[config.mk]
export PLATFORM = sky130hd
export DESIGN_NAME = adc_sample_capture_flat
export DESIGN_NICKNAME = d
export VERILOG_FILES = /design/src/rtl/adc_sample_capture_if.sv /design/src/rtl/adc_sample_capture.sv /design/src/flat_wrapper.sv
export SDC_FILE = /design/constraint.sdc
export NUM_CORES = 1
export LEC_CHECK = 0
export BUFFER_PORTS_ARGS = -buffer_cell sky130_fd_sc_hd__buf_2
export CORE_ASPECT_RATIO = 0.6
export CORE_MARGIN = 2
export CORE_UTILIZATION = 56
export CTS_CLUSTER_SIZE = 40
export DETAILED_ROUTE_END_ITERATION = 10
export GPL_TIMING_DRIVEN = 0
export PLACE_DENSITY = 0.87
export SLEW_MARGIN = 20
export SYNTH_ARGS = -nofsm -noshare
export SYNTH_HDL_FRONTEND = slang
export SYNTH_SLANG_ARGS = --single-unit
[constraint.sdc]
create_clock -name clock -period 2.86 [get_ports clock]
set_input_delay 0.429 -clock clock [delete_from_list [all_inputs] [get_ports clock]]
set_output_delay 0.429 -clock clock [all_outputs]
set_load 0.005 [all_outputs]
[src/rtl/adc_sample_capture_if.sv]
// ---------------------------------------------------------------------------
// adc_sample_capture_if
// Output sample stream of the ADC capture block: a valid/ready handshake
// carrying one zero-extended unsigned sample per transfer.
//   sampleData  : sample value, driven by the master
//   sampleValid : sampleData holds a sample, driven by the master
//   sampleReady : downstream accepts the sample, driven by the slave
// A transfer happens on a rising clock edge where sampleValid & sampleReady.
// ---------------------------------------------------------------------------
interface adc_sample_capture_if #(
  parameter int OUT_WIDTH = 16
) ();
  logic [OUT_WIDTH-1:0] sampleData;
  logic                 sampleValid;
  logic                 sampleReady;

  modport master (output sampleData, output sampleValid, input sampleReady);
  modport slave  (input sampleData, input sampleValid, output sampleReady);
endinterface

[src/rtl/adc_sample_capture.sv]
// ---------------------------------------------------------------------------
// adc_sample_capture
// ADC front-end capture for the LaserDisc RF sampler. The raw ADC bus is
// sampled on the falling clock edge; on the rising edge the block optionally
// substitutes a counting test pattern or boxcar-decimates, then presents the
// result over a valid/ready stream with sticky clip/overflow status.
// Ports:
//   clock, nReset : ADC sample clock, asynchronous active-low reset
//   adcDatabus    : raw unsigned ADC data, valid at the falling edge
//   enable        : capture enable; config is latched only while low
//   mode          : 0 pass-through, 1 test pattern, 2 decimate, 3 as 0
//   decimLog2     : decimation factor 2^decimLog2 in mode 2
//   clearStatus   : one-cycle clear of sticky flags and sampleCount
//   smp           : output stream (sampleData/sampleValid/sampleReady)
//   clipHigh/Low  : sticky, a raw capture was all ones / zero
//   overflow      : sticky, a result was dropped under backpressure
//   sampleCount   : results loaded into the output register (wraps)
// OUT_WIDTH should be at least ADC_WIDTH+7; a narrower build truncates the
// top of large decimated sums.
// ---------------------------------------------------------------------------
module adc_sample_capture #(
  parameter int ADC_WIDTH = 10,
  parameter int OUT_WIDTH = 16
) (
  input  logic                 clock,
  input  logic                 nReset,
  input  logic [ADC_WIDTH-1:0] adcDatabus,
  input  logic                 enable,
  input  logic [1:0]           mode,
  input  logic [2:0]           decimLog2,
  input  logic                 clearStatus,
  adc_sample_capture_if.master smp,
  output logic                 clipHigh,
  output logic                 clipLow,
  output logic                 overflow,
  output logic [31:0]          sampleCount
);
  localparam int ACC_WIDTH = ADC_WIDTH + 7;
  localparam logic [ADC_WIDTH-1:0] ALL_ONES = {ADC_WIDTH{1'b1}};

  logic [ADC_WIDTH-1:0] raw_q;
  logic [1:0]           cfg_mode_q;
  logic [2:0]           cfg_decim_q;
  logic [ADC_WIDTH-1:0] pat_q;
  logic [ADC_WIDTH-1:0] s1_data_q;
  logic                 s1_valid_q;
  logic [ACC_WIDTH-1:0] acc_q, acc_d, acc_next_s;
  logic [6:0]           phase_q, phase_d, phase_next_s, phase_max_s;
  logic [ACC_WIDTH-1:0] s1_ext_s, res_data_s;
  logic                 res_valid_s, load_s;
  logic [OUT_WIDTH-1:0] data_q, data_d;
  logic                 valid_q, valid_d;
  logic                 clip_hi_q, clip_hi_d, clip_lo_q, clip_lo_d;
  logic                 ovf_q, ovf_d;
  logic [31:0]          count_q, count_d;

  // Stage 0: capture the ADC bus on every falling edge
  always_ff @(negedge clock or negedge nReset) begin
    if (!nReset) begin
      raw_q <= '0;
    end else begin
      raw_q <= adcDatabus;
    end
  end

  // Config latch (open only while disabled) and stage 1 sample select
  always_ff @(posedge clock or negedge nReset) begin
    if (!nReset) begin
      cfg_mode_q  <= 2'd0;
      cfg_decim_q <= 3'd0;
      pat_q       <= '0;
      s1_data_q   <= '0;
      s1_valid_q  <= 1'b0;
    end else if (!enable) begin
      cfg_mode_q  <= mode;
      cfg_decim_q <= decimLog2;
      pat_q       <= '0;
      s1_valid_q  <= 1'b0;
    end else begin
      s1_data_q  <= (cfg_mode_q == 2'd1) ? pat_q : raw_q;
      s1_valid_q <= 1'b1;
      pat_q      <= pat_q + ADC_WIDTH'(1);
    end
  end

  // Stage 2: boxcar accumulator; non-decimating modes pass stage 1 through
  always_comb begin
    s1_ext_s     = ACC_WIDTH'(s1_data_q);
    // last phase index = 2^decimLog2 - 1, built as a right-shifted mask
    phase_max_s  = 7'h7F >> (3'd7 - cfg_decim_q);
    res_valid_s  = 1'b0;
    res_data_s   = s1_ext_s;
    acc_next_s   = acc_q;
    phase_next_s = phase_q;
    if (s1_valid_q && (cfg_mode_q == 2'd2)) begin
      if (phase_q == phase_max_s) begin
        res_valid_s  = 1'b1;
        res_data_s   = acc_q + s1_ext_s;
        acc_next_s   = '0;
        phase_next_s = 7'd0;
      end else begin
        acc_next_s   = acc_q + s1_ext_s;
        phase_next_s = phase_q + 7'd1;
      end
    end else if (s1_valid_q) begin
      res_valid_s = 1'b1;
    end else begin
      res_valid_s = 1'b0;
    end
    // disabling discards any partial sum
    if (!enable) begin
      acc_d   = '0;
      phase_d = 7'd0;
    end else begin
      acc_d   = acc_next_s;
      phase_d = phase_next_s;
    end
  end

  // Output load/handshake and sticky status; set events beat clearStatus
  always_comb begin
    load_s  = res_valid_s && (!valid_q || smp.sampleReady);
    data_d  = data_q;
    valid_d = valid_q;
    if (load_s) begin
      data_d  = OUT_WIDTH'(res_data_s);
      valid_d = 1'b1;
    end else if (valid_q && smp.sampleReady) begin
      valid_d = 1'b0;
    end else begin
      valid_d = valid_q;
    end
    ovf_d     = (res_valid_s && !load_s) ? 1'b1 : (clearStatus ? 1'b0 : ovf_q);
    clip_hi_d = (enable && (raw_q == ALL_ONES)) ? 1'b1 : (clearStatus ? 1'b0 : clip_hi_q);
    clip_lo_d = (enable && (raw_q == '0)) ? 1'b1 : (clearStatus ? 1'b0 : clip_lo_q);
    if (load_s) begin
      count_d = clearStatus ? 32'd1 : (count_q + 32'd1);
    end else begin
      count_d = clearStatus ? 32'd0 : count_q;
    end
  end

  // Register stage 2 state and all outputs
  always_ff @(posedge clock or negedge nReset) begin
    if (!nReset) begin
      acc_q     <= '0;
      phase_q   <= 7'd0;
      data_q    <= '0;
      valid_q   <= 1'b0;
      clip_hi_q <= 1'b0;
      clip_lo_q <= 1'b0;
      ovf_q     <= 1'b0;
      count_q   <= 32'd0;
    end else begin
      acc_q     <= acc_d;
      phase_q   <= phase_d;
      data_q    <= data_d;
      valid_q   <= valid_d;
      clip_hi_q <= clip_hi_d;
      clip_lo_q <= clip_lo_d;
      ovf_q     <= ovf_d;
      count_q   <= count_d;
    end
  end

  assign smp.sampleData  = data_q;
  assign smp.sampleValid = valid_q;
  assign clipHigh        = clip_hi_q;
  assign clipLow         = clip_lo_q;
  assign overflow        = ovf_q;
  assign sampleCount     = count_q;
endmodule
[src/flat_wrapper.sv]
// flat-port wrapper written by rule: the top's interface ports become plain ports
module adc_sample_capture_flat 
#(
  parameter int ADC_WIDTH = 10,
  parameter int OUT_WIDTH = 16
)
  (clock, nReset, adcDatabus, enable, mode, decimLog2, clearStatus, clipHigh, clipLow, overflow, sampleCount, smp_sampleData, smp_sampleValid, smp_sampleReady);
  adc_sample_capture_if #(.OUT_WIDTH(OUT_WIDTH)) smp_i ();
  input  logic clock;
  input  logic nReset;
  input  logic [ADC_WIDTH-1:0] adcDatabus;
  input  logic enable;
  input  logic [1:0] mode;
  input  logic [2:0] decimLog2;
  input  logic clearStatus;
  output logic clipHigh;
  output logic clipLow;
  output logic overflow;
  output logic [31:0] sampleCount;
  output wire logic [$bits(smp_i.sampleData)-1:0] smp_sampleData;
  output wire logic [$bits(smp_i.sampleValid)-1:0] smp_sampleValid;
  input wire logic [$bits(smp_i.sampleReady)-1:0] smp_sampleReady;
  assign smp_sampleData = smp_i.sampleData;
  assign smp_sampleValid = smp_i.sampleValid;
  assign smp_i.sampleReady = smp_sampleReady;
  adc_sample_capture #(.ADC_WIDTH(ADC_WIDTH), .OUT_WIDTH(OUT_WIDTH)) u_core (.clock(clock), .nReset(nReset), .adcDatabus(adcDatabus), .enable(enable), .mode(mode), .decimLog2(decimLog2), .clearStatus(clearStatus), .smp(smp_i), .clipHigh(clipHigh), .clipLow(clipLow), .overflow(overflow), .sampleCount(sampleCount));
endmodule
==> flow_metrics.tcl, run 1 <==
set metrics [dict create \
    final_cell_count_no_fill 840 \
    postRouteAntennaNets 0 \
    buffer_ports.inserted 70 \
    post_cts_buffers 0 \
    critPathLaunchType "register" \
    cp_data_required_time_ps 3130 \
    max_slew.worst_pin.slew_ps 804 \
    drt-initial-drc-count 568 \
    cp_max_fo 4 \
    cts.path.max_buffers 2 \
    grt_max_degree 80 \
    whs_path_depth 1 \
    clk_pin_slew_worst_paths_ps 80 \
    wirelength_um 15300 \
    filler_cell_count 806 \
    final_net_count 730 \
    synth_edf_count 0 \
    number_of_distinct_standard_cells_referenced_by_the_synthesized_netlist 59 \
    holdWs_ps 255 \
    top_library_cells_by_usage_in_the_layout_fill_and_taps_aside "sky130_fd_sc_hd__dfrtp_1 (101), sky130_fd_sc_hd__buf_2 (72), sky130_fd_sc_hd__nor2_1 (48), sky130_fd_sc_hd__nand2_1 (36), sky130_fd_sc_hd__a21oi_1 (36)" \
    min_path_type "input pin to register" \
    ys_ff_latch 111 \
    cts_sinks 111 \
    max-slew-margin-rel 0.461 \
    grt_pass1_wl_um 24900 \
    starting_density_of_the_core 0.571 \
    hold_violations 0 \
    antenna_found_initial 0 \
    placementRows 29 \
    numCtsBuffers 9 \
    final.setup_skew_ps 8.26 \
    layout-drive-gt1-share 0.164 \
    timing.final.crit_share 0.956 \
    global_route.usage.met2 0.388 \
    postSynthAreaPerCell_um2 9.77 \
    cts-root-buf "sky130_fd_sc_hd__clkbuf_16" \
    cp-end-kind "register" \
    drt-vias-per-instance 6.29 \
    timing.max_cap.violations 0 \
    layout_commonest_cell "sky130_fd_sc_hd__dfrtp_1" \
    antenna_cells 0 \
    dieArea_um2 11600 \
    synthTopCellsByArea "sky130_fd_sc_hd__dfrtp_1 (42%), sky130_fd_sc_hd__dfrtn_1 (4.2%), sky130_fd_sc_hd__mux2i_1 (3.3%)" \
    cts_tree "done" \
    synth_fp_nets 647 \
    netlist.top_cell.by_area "sky130_fd_sc_hd__dfrtp_1" \
    yosys_warnings 0 \
    seq_area_frac_synth 0.464 \
    reg2reg_depth 8 \
    postSynth.asyncResetShare 1.00 \
    wire_per_inst_um 18.2 \
    num_vias 5282 \
    floorplan.io_pins 72 \
    finalWeightedCongestion 0.955 \
    dieHeight_um 84.1 \
    grt.overflow.total 0 \
    place_inst 823 \
    layout_min_cycle_time_ps 2730 \
    power_density_nw_per_um2 641 \
    timing.setup.critical_path_class "register to register" \
    fmaxAchievable_ghz 0.366 \
    ir_drop_mv 0.359 \
    ys.flop_type "sky130_fd_sc_hd__dfrtp_1" \
    gr-max-usage-layer "met1" \
    total_leakage_power_nw 3.22 \
    globalRouteMet3Util 0.0795 \
    post_synth_instance_area_um2 5990 \
    detail_route.drc_violations 0 \
    report.power.total_w 0.00441 \
    met1_usage 0.421 \
    first_global_vias 4935 \
    worst-endpoint-arrival_ps 3000 \
    yosys.area.top_type_share 0.422 \
    clock_insertion_delay_worst_skew_ps 360 \
    placeableCoreArea_um2 10500 \
    die_w_um 138 \
    drt_pre_antenna_iters 5 \
    dpl.hpwl_um 11000 \
    outcome "finished, final reports clean" \
    finalMaxSlewViolations 0 \
    setup_viol 0 \
    area_growth_syn_to_layout_pct 14.8 \
    gr-usage-all-layers 0.277 \
    htree_levels 3 \
    synthesis.instances 613 \
]
registers in the layout, indices dropped and copies added, names as in the netlist:
signal,count
u_core.acc_q,16
u_core.clipHigh,1
u_core.sampleCount,32
u_core.smp.sampleData,16
u_core.s1_data_q,10
u_core.cfg_mode_q,2
u_core.phase_q,7
u_core.smp.sampleValid,1
u_core.overflow,1
u_core.clipLow,1
u_core.pat_q,10
u_core.raw_q,10
u_core.cfg_decim_q,3
u_core.s1_valid_q,1
cell families (layout without fill, tap and decap cells):
| kind of cell | after synthesis | after routing | synth area share |
|---|---|---|---|
| AND/OR/NAND/NOR | 226 | 226 | 0.199 |
| AO/OA/AOI/OAI | 139 | 139 | 0.148 |
| flip-flops | 111 | 111 | 0.464 |
| XOR/XNOR | 22 | 22 | 0.0322 |
| buffers and inverters | 50 | 138 | 0.0338 |
| multiplexers | 51 | 51 | 0.0929 |
| adder cells (fa/ha/maj) | 14 | 14 | 0.0305 |
what timing repair did:
item / in CTS / in global routing
hold buffers: 1 / 0
endpoints found under the hold margin: 22 / 0
gates resized for setup: 0 / 4
endpoints found under the setup margin: 0 / 4
Yosys cell counts (2+ instances only):
| library cell | count |
|---|---|
| sky130_fd_sc_hd__nor2_1 | 48 |
| sky130_fd_sc_hd__a2111oi_0 | 3 |
| sky130_fd_sc_hd__mux2_2 | 12 |
| sky130_fd_sc_hd__o211ai_1 | 3 |
| sky130_fd_sc_hd__o2111ai_1 | 2 |
| sky130_fd_sc_hd__nor4_1 | 6 |
| sky130_fd_sc_hd__or4_1 | 11 |
| sky130_fd_sc_hd__buf_2 | 3 |
| sky130_fd_sc_hd__a31oi_1 | 3 |
| sky130_fd_sc_hd__a211oi_1 | 4 |
| sky130_fd_sc_hd__o22ai_1 | 4 |
| sky130_fd_sc_hd__nand4_1 | 11 |
| sky130_fd_sc_hd__mux2_1 | 17 |
| sky130_fd_sc_hd__nand2b_1 | 7 |
| sky130_fd_sc_hd__xor2_1 | 11 |
| sky130_fd_sc_hd__nand3_1 | 24 |
| sky130_fd_sc_hd__nand3b_1 | 3 |
| sky130_fd_sc_hd__o311ai_1 | 2 |
| sky130_fd_sc_hd__a21oi_1 | 36 |
| sky130_fd_sc_hd__nand2_1 | 36 |
| sky130_fd_sc_hd__a21o_1 | 5 |
| sky130_fd_sc_hd__dfrtp_1 | 101 |
| sky130_fd_sc_hd__and2_1 | 4 |
| sky130_fd_sc_hd__xnor2_1 | 11 |
| sky130_fd_sc_hd__dfrtn_1 | 10 |
| sky130_fd_sc_hd__inv_1 | 18 |
| sky130_fd_sc_hd__nor2b_1 | 25 |
| sky130_fd_sc_hd__clkbuf_1 | 26 |
| sky130_fd_sc_hd__o21a_1 | 4 |
| sky130_fd_sc_hd__and3_1 | 14 |
| sky130_fd_sc_hd__a22o_1 | 6 |
| sky130_fd_sc_hd__a211o_1 | 3 |
| sky130_fd_sc_hd__mux2i_1 | 20 |
| sky130_fd_sc_hd__ha_1 | 13 |
| sky130_fd_sc_hd__or2_2 | 3 |
| sky130_fd_sc_hd__o21ai_1 | 9 |
| sky130_fd_sc_hd__mux2_4 | 2 |
| sky130_fd_sc_hd__o21ai_0 | 25 |
| sky130_fd_sc_hd__o31ai_1 | 23 |
| sky130_fd_sc_hd__nor3_1 | 23 |
| sky130_fd_sc_hd__or4_4 | 2 |
| sky130_fd_sc_hd__or3_1 | 3 |
power by group:
| part | internal (W) | switching (W) |
|---|---|---|
| logic | 0.000508 | 0.000723 |
| registers | 0.00174 | 0.000141 |
| clock network | 0.000667 | 0.000629 |
| total | 0.00292 | 0.00149 |
critical path: stages, from the launching register on:
cell,delay [ps]
sky130_fd_sc_hd__dfrtp_1,420
sky130_fd_sc_hd__ha_1,240
sky130_fd_sc_hd__fa_1,440
sky130_fd_sc_hd__a211o_1,280
sky130_fd_sc_hd__a21oi_1,300
sky130_fd_sc_hd__a21oi_1,210
sky130_fd_sc_hd__o21ai_0,410
sky130_fd_sc_hd__xor2_1,150
sky130_fd_sc_hd__o31ai_1,210
per-stage QoR:
stage	utilization	setup slack [ps]	area (um2)	setup TNS, ps
4_1_cts	0.655	82.2	6870	0
6_report	0.656	127	6880	0
3_5_place_dp	0.625	122	6550	0
3_3_place_gp	0.621	-1120	6520	-11240
5_1_grt	0.656	-24.6	6880	-24.6
2_1_floorplan	-	409	5990	0
final cells by class:
class	instances	area, um2	area share
Clock inverter	6	57.6	0.00837
Clock buffer	10	250	0.0364
Multi-Input combinational cell	452	3020	0.439
Buffer	32	135	0.0196
Sequential cell	111	2780	0.404
Tap cell	139	174	0.0253
Timing Repair Buffer	72	394	0.0573
Inverter	18	67.6	0.00982
final timing paths:
kind	to	from	slack, ps
max in group asynchronous	u_core.raw_q[7]$_DFF_NN0_	nReset	750
setup / recovery	u_core.smp.sampleData[14]$_DFFE_PN0P_	u_core.s1_data_q[0]$_DFFE_PN0P_	130
setup reg to reg	u_core.smp.sampleData[14]$_DFFE_PN0P_	u_core.s1_data_q[0]$_DFFE_PN0P_	130
hold / removal	u_core.s1_valid_q$_DFF_PN0_	enable	250
hold reg to reg	u_core.acc_q[0]$_DFFE_PN0P_	u_core.acc_q[0]$_DFFE_PN0P_	500
min in group asynchronous	u_core.sampleCount[10]$_DFFE_PN0P_	nReset	510
per-layer routing:
layer | wire length (um) | vias to the layer above | part of all wire
li1 | - | 2406 | -
met1 | 6910 | 2532 | 0.45
met2 | 6430 | 298 | 0.42
met3 | 1620 | 46 | 0.11
met4 | 301 | 0 | 0.020
met5 | 0 | - | 0
No activity file was read; power rests on OpenSTA's default activity.
==> run 2: changes to the inputs <==
CORE_UTILIZATION = 50   (was 56)
PLACE_DENSITY = 0.8   (was 0.87)
==> flow_metrics.tcl, run 2 (synthesis results as in run 1) <==
set metrics [dict create \
    outcome "finished, final reports clean" \
    die_w_um 145 \
    clk_pin_slew_worst_paths_ps 80 \
    final_net_count 730 \
    grt_pass1_wl_um 24800 \
    ir_drop_mv 0.354 \
    wire_per_inst_um 17.3 \
    setup_viol 0 \
    timing.reg2reg.setup_slack_ps 160 \
    dpl.hpwl_um 11300 \
    wirelength_um 14900 \
    power_density_nw_per_um2 629 \
    number_of_flip_flops_under_the_largest_register_name 32 \
    layout_min_cycle_time_ps 2700 \
    area_growth_syn_to_layout_pct 14.8 \
    post_cts_buffers 0 \
    clock_insertion_delay_worst_skew_ps 350 \
    max_slew.worst_pin.slew_ps 728 \
    buffer_ports.inserted 70 \
    drt-initial-drc-count 413 \
    gr-usage-all-layers 0.241 \
    fmaxAchievable_ghz 0.370 \
    cts_sinks 111 \
    timing.final.crit_share 0.944 \
    floorplan.io_pins 72 \
    postRouteAntennaNets 0 \
    hold_violations 0 \
    timing.setup.critical_path_class "register to register" \
    antenna_cells 0 \
    dieHeight_um 88.8 \
    drt_pre_antenna_iters 5 \
    antenna_found_initial 0 \
    worst-endpoint-arrival_ps 2930 \
    cts-root-buf "sky130_fd_sc_hd__clkbuf_16" \
    dieArea_um2 12900 \
    finalMaxSlewViolations 0 \
    layout-drive-gt1-share 0.165 \
    unrepaired_setup_endpoints_after_global_routing "false" \
    final_cell_count_no_fill 861 \
    starting_density_of_the_core 0.522 \
    grt.overflow.total 0 \
    report.power.total_w 0.00433 \
    top_library_cells_by_usage_in_the_layout_fill_and_taps_aside "sky130_fd_sc_hd__dfrtp_1 (101), sky130_fd_sc_hd__buf_2 (72), sky130_fd_sc_hd__nor2_1 (48), sky130_fd_sc_hd__nand2_1 (36), sky130_fd_sc_hd__a21oi_1 (36)" \
    first_global_vias 4795 \
    gr-max-usage-layer "met1" \
    min_path_type "input pin to register" \
    detail_route.drc_violations 0 \
    cts.path.max_buffers 2 \
    met1_usage 0.373 \
    place_inst 844 \
    placementRows 30 \
    layout.core_utilization 0.599 \
    total_leakage_power_nw 3.22 \
    cp_data_required_time_ps 3090 \
    numCtsBuffers 9 \
    drt-vias-per-instance 6.04 \
    fin_setup_tns_ps 0 \
    timing.max_cap.violations 0 \
    htree_levels 3 \
    cp-end-kind "register" \
    grt_max_degree 80 \
    layout_commonest_cell "sky130_fd_sc_hd__dfrtp_1" \
    final.setup_skew_ps 6.80 \
    cts_tree "done" \
    cp_max_fo 6 \
    placeableCoreArea_um2 11500 \
    max-slew-margin-rel 0.512 \
    critPathLaunchType "register" \
    globalRouteMet3Util 0.0495 \
    global_route.usage.met2 0.347 \
    num_vias 5202 \
    finalWeightedCongestion 0.911 \
]
run 2: cell types whose count changed in the layout (fill, tap and decap cells not counted):
cell / before / now
sky130_fd_sc_hd__a2111oi_0: 0 / 2
sky130_fd_sc_hd__a2111oi_1: 3 / 1
sky130_fd_sc_hd__clkbuf_1: 26 / 24
sky130_fd_sc_hd__clkbuf_16: 10 / 9
sky130_fd_sc_hd__clkbuf_2: 0 / 2
sky130_fd_sc_hd__clkinv_2: 0 / 1
sky130_fd_sc_hd__clkinv_4: 2 / 0
sky130_fd_sc_hd__inv_6: 2 / 4
sky130_fd_sc_hd__o311ai_1: 1 / 2
sky130_fd_sc_hd__o311ai_2: 1 / 0
run 2: where the power goes:
group          leakage, nW  total [W]  switching, W  internal (W)
sequential            1.45    0.00188      0.000137       0.00174
clock                0.145    0.00123      0.000618      0.000616
combinational         1.62    0.00121      0.000707      0.000505
run 2: routing by layer:
layer,wire (um),share of wire
met5,0,0
met4,230,0.015
met3,999,0.067
met2,6170,0.41
met1,7510,0.50
run 2: worst paths after layout:
path	from	endpoint	cells past startpoint
worst max-delay path	u_core.s1_data_q[4]$_DFFE_PN0P_	u_core.smp.sampleData[7]$_DFFE_PN0P_	7
worst min-delay path	enable	u_core.s1_valid_q$_DFF_PN0_	1
worst max register to register	u_core.s1_data_q[4]$_DFFE_PN0P_	u_core.smp.sampleData[7]$_DFFE_PN0P_	7
worst min register to register	u_core.pat_q[0]$_DFF_PN0_	u_core.pat_q[0]$_DFF_PN0_	1
max in group asynchronous	nReset	u_core.raw_q[5]$_DFF_NN0_	2
min in group asynchronous	nReset	u_core.sampleCount[24]$_DFFE_PN0P_	2
run 2: critical path, cell delays in order, from the launching register on:
cell and delay (ps):
sky130_fd_sc_hd__dfrtp_1 430, sky130_fd_sc_hd__ha_1 370, sky130_fd_sc_hd__and3_1 210, sky130_fd_sc_hd__a2111oi_1 670, sky130_fd_sc_hd__a211oi_1 190, sky130_fd_sc_hd__xor2_1 190
sky130_fd_sc_hd__mux2_4 280, sky130_fd_sc_hd__mux2_4 250
run 2: final cells by class:
class | instances | area (um2)
clock buffers | 9 | 225
clock inverters | 7 | 62.6
multi-input cells | 452 | 3010
fillers | 1009 | 4610
plain buffers | 32 | 138
flip-flops and latches | 111 | 2780
inverters | 18 | 67.6
well taps | 160 | 200
repair buffers | 72 | 394
run 2: per-stage QoR:
| stage | worst slack (ps) | area, um2 | hold slack (ps) |
|---|---|---|---|
| after floorplan | 409 | 5990 | 133 |
| after global placement | -1150 | 6540 | 465 |
| after detailed placement | 79.0 | 6580 | 335 |
| after CTS | 71.2 | 6870 | 259 |
| after global routing | 8.76 | 6880 | 270 |
| final | 161 | 6880 | 270 |
run 2: repair_timing:
item | 4_1_cts | 5_1_grt
gates resized for setup | 0 | 5
endpoints found under the setup margin | 0 | 6
endpoints found under the hold margin | 22 | 0
hold buffers | 1 | 0
==> run 3: changes to the inputs <==
--- a/config.mk
+++ b/config.mk
@@ -13,3 +13,3 @@
 export DETAILED_ROUTE_END_ITERATION = 10
-export GPL_TIMING_DRIVEN = 0
+export GPL_TIMING_DRIVEN = 1
 export PLACE_DENSITY = 0.8
==> constraint.sdc (replaced) <==
create_clock -name clock -period 2.86 [get_ports clock]
set_input_delay 0 -clock clock [delete_from_list [all_inputs] [get_ports clock]]
set_output_delay 0 -clock clock [all_outputs]
set_load 0.005 [all_outputs]
==> flow_metrics.tcl, run 3 (synthesis results as in run 1) <==
set metrics [dict create \
    outcome "finished, final reports clean" \
    gr-max-usage-layer "met2" \
    top_library_cells_by_usage_in_the_layout_fill_and_taps_aside "sky130_fd_sc_hd__dfrtp_1 (101), sky130_fd_sc_hd__buf_2 (70), sky130_fd_sc_hd__nor2_1 (48), sky130_fd_sc_hd__nand2_1 (36), sky130_fd_sc_hd__a21oi_1 (35)" \
    hold_violations 0 \
    grt.overflow.total 0 \
    dpl.hpwl_um 10400 \
    globalRouteMet3Util 0.0582 \
    max_slew.worst_pin.slew_ps 917 \
    fmaxAchievable_ghz 0.371 \
    max_stage_delay_ps 440 \
    timing.final.crit_share 0.941 \
    first_global_vias 4810 \
    critical_path.cell_chain "ha_1 -> fa_1 -> a211o_1 -> a21oi_1 -> a21oi_1 -> o21ai_0 -> a21oi_1 -> o22ai_1" \
    clock_insertion_delay_worst_skew_ps 360 \
    layout.core_utilization 0.601 \
    whs_path_depth 3 \
    reg2reg_depth 8 \
    placementRows 30 \
    drt-initial-drc-count 472 \
    grt_pass1_wl_um 24300 \
    cts-root-buf "sky130_fd_sc_hd__clkbuf_16" \
    global_route.usage.met2 0.364 \
    final.setup_skew_ps 11.5 \
    unrepaired_setup_endpoints_after_global_routing "false" \
    cp_max_fo 4 \
    setup_viol 0 \
    timing.setup.critical_path_class "register to register" \
    worst-endpoint-arrival_ps 2960 \
    finalMaxSlewViolations 0 \
    regToRegStartpoint "u_core.s1_data_q[0]$_DFFE_PN0P_" \
    grt_max_degree 54 \
    cp_data_required_time_ps 3130 \
    max-slew-margin-rel 0.388 \
    cp_num_buf_inv 0 \
    cpLargestDelayFamily "compound AO/OA/AOI/OAI gates" \
    layout_min_cycle_time_ps 2690 \
    cts_repair_resizes 0 \
    drt-vias-per-instance 5.91 \
    critPathLaunchType "register" \
    antenna_found_initial 0 \
    postRouteAntennaNets 0 \
    buffer_ports.inserted 71 \
    placeableCoreArea_um2 11500 \
    antenna_cells 0 \
    crit_path_frequent_cell "sky130_fd_sc_hd__a21oi_1" \
    gr-usage-all-layers 0.236 \
    clk_pin_slew_worst_paths_ps 80 \
    fin_setup_tns_ps 0 \
    wirelength_um 14400 \
    starting_density_of_the_core 0.522 \
    critPathSlowestCell "sky130_fd_sc_hd__fa_1" \
    cp-end-kind "register" \
    floorplan.io_pins 72 \
    power_density_nw_per_um2 637 \
    layout_commonest_cell "sky130_fd_sc_hd__dfrtp_1" \
    dieArea_um2 12900 \
    die_w_um 145 \
    ir_drop_mv 0.358 \
    dieHeight_um 88.8 \
    timing.hold.worst_endpoint "u_core.smp.sampleValid$_DFFE_PN0P_" \
    met1_usage 0.339 \
    drt_pre_antenna_iters 5 \
    post_cts_buffers 0 \
    area_growth_syn_to_layout_pct 15.3 \
    timing.max_cap.violations 0 \
    cts_tree "done" \
    htree_levels 3 \
    r2r-end "u_core.acc_q[10]$_DFFE_PN0P_" \
    wire_per_inst_um 17.1 \
    postCtsHoldBufs 6 \
    cts_sinks 111 \
    launch_instance_of_the_worst_min_delay_path "smp_sampleReady" \
    number_of_flip_flops_under_the_largest_register_name 32 \
    layout-drive-gt1-share 0.181 \
    num_vias 5001 \
    numCtsBuffers 9 \
    final_net_count 715 \
    total_leakage_power_nw 3.24 \
    min_path_type "input pin to register" \
    detail_route.drc_violations 0 \
    timing.reg2reg.setup_slack_ps 170 \
    cts.path.max_buffers 2 \
    finalWeightedCongestion 0.923 \
]
==> run 3: stage by stage <==
step                      total power (W)  area, um2  setup slack, ps  std cells  hold WS (ps)
after floorplan                   0.00273       5990              409        613          -296
after global placement            0.00305       6540              392        824           239
after detailed placement          0.00312       6540              293        824           239
after CTS                         0.00442       6910              215        846          52.5
after global routing              0.00466       6910             23.9        846          72.9
final                             0.00440       6910              167        846          65.3
==> run 3: metal layers <==
layer  vias to the layer above  share of wire
met2                       149           0.44
li1                       2372              -
met1                      2463           0.48
met4                         0          0.011
met5                         -              0
met3                        17          0.071
==> run 3: worst reg2reg max path, stage by stage, from the launching register on <==
cell and delay, ps:
sky130_fd_sc_hd__dfrtp_1 400, sky130_fd_sc_hd__ha_1 230, sky130_fd_sc_hd__fa_1 440, sky130_fd_sc_hd__a211o_1 290, sky130_fd_sc_hd__a21oi_1 290, sky130_fd_sc_hd__a21oi_1 200, sky130_fd_sc_hd__o21ai_0 400, sky130_fd_sc_hd__a21oi_1 150
sky130_fd_sc_hd__o22ai_1 210
==> run 3: worst max path at each step <==
stage | startpoint | to | slack, ps | depth (start not counted)
3_5_place_dp | u_core.s1_data_q[0]$_DFFE_PN0P_ | u_core.smp.sampleData[10]$_DFFE_PN0P_ | 290 | 8
2_1_floorplan | u_core.acc_q[4]$_DFFE_PN0P_ | u_core.smp.sampleData[7]$_DFFE_PN0P_ | 410 | 7
4_1_cts | u_core.s1_data_q[0]$_DFFE_PN0P_ | u_core.acc_q[10]$_DFFE_PN0P_ | 210 | 8
6_report | u_core.s1_data_q[0]$_DFFE_PN0P_ | u_core.acc_q[10]$_DFFE_PN0P_ | 170 | 8
5_1_grt | u_core.phase_q[5]$_DFFE_PN0P_ | u_core.smp.sampleData[5]$_DFFE_PN0P_ | 20 | 6
3_3_place_gp | u_core.s1_data_q[0]$_DFFE_PN0P_ | u_core.smp.sampleData[14]$_DFFE_PN0P_ | 390 | 8
==> run 3: final cells by class <==
| cell class | instances | area (um2) |
|---|---|---|
| sequential | 111 | 2780 |
| clock buffer | 10 | 250 |
| fill | 968 | 4580 |
| tap | 160 | 200 |
| clock inverter | 6 | 55.1 |
| multi-input combinational | 452 | 3040 |
| timing repair buffer | 89 | 520 |
| inverter | 18 | 67.6 |
==> run 3: power breakdown <==
group          total [W]  internal [W]  switching (W)  leakage, nW
Combinational    0.00122      0.000520       0.000700         1.64
Clock            0.00128      0.000666       0.000619        0.153
Sequential       0.00189       0.00174       0.000149         1.45
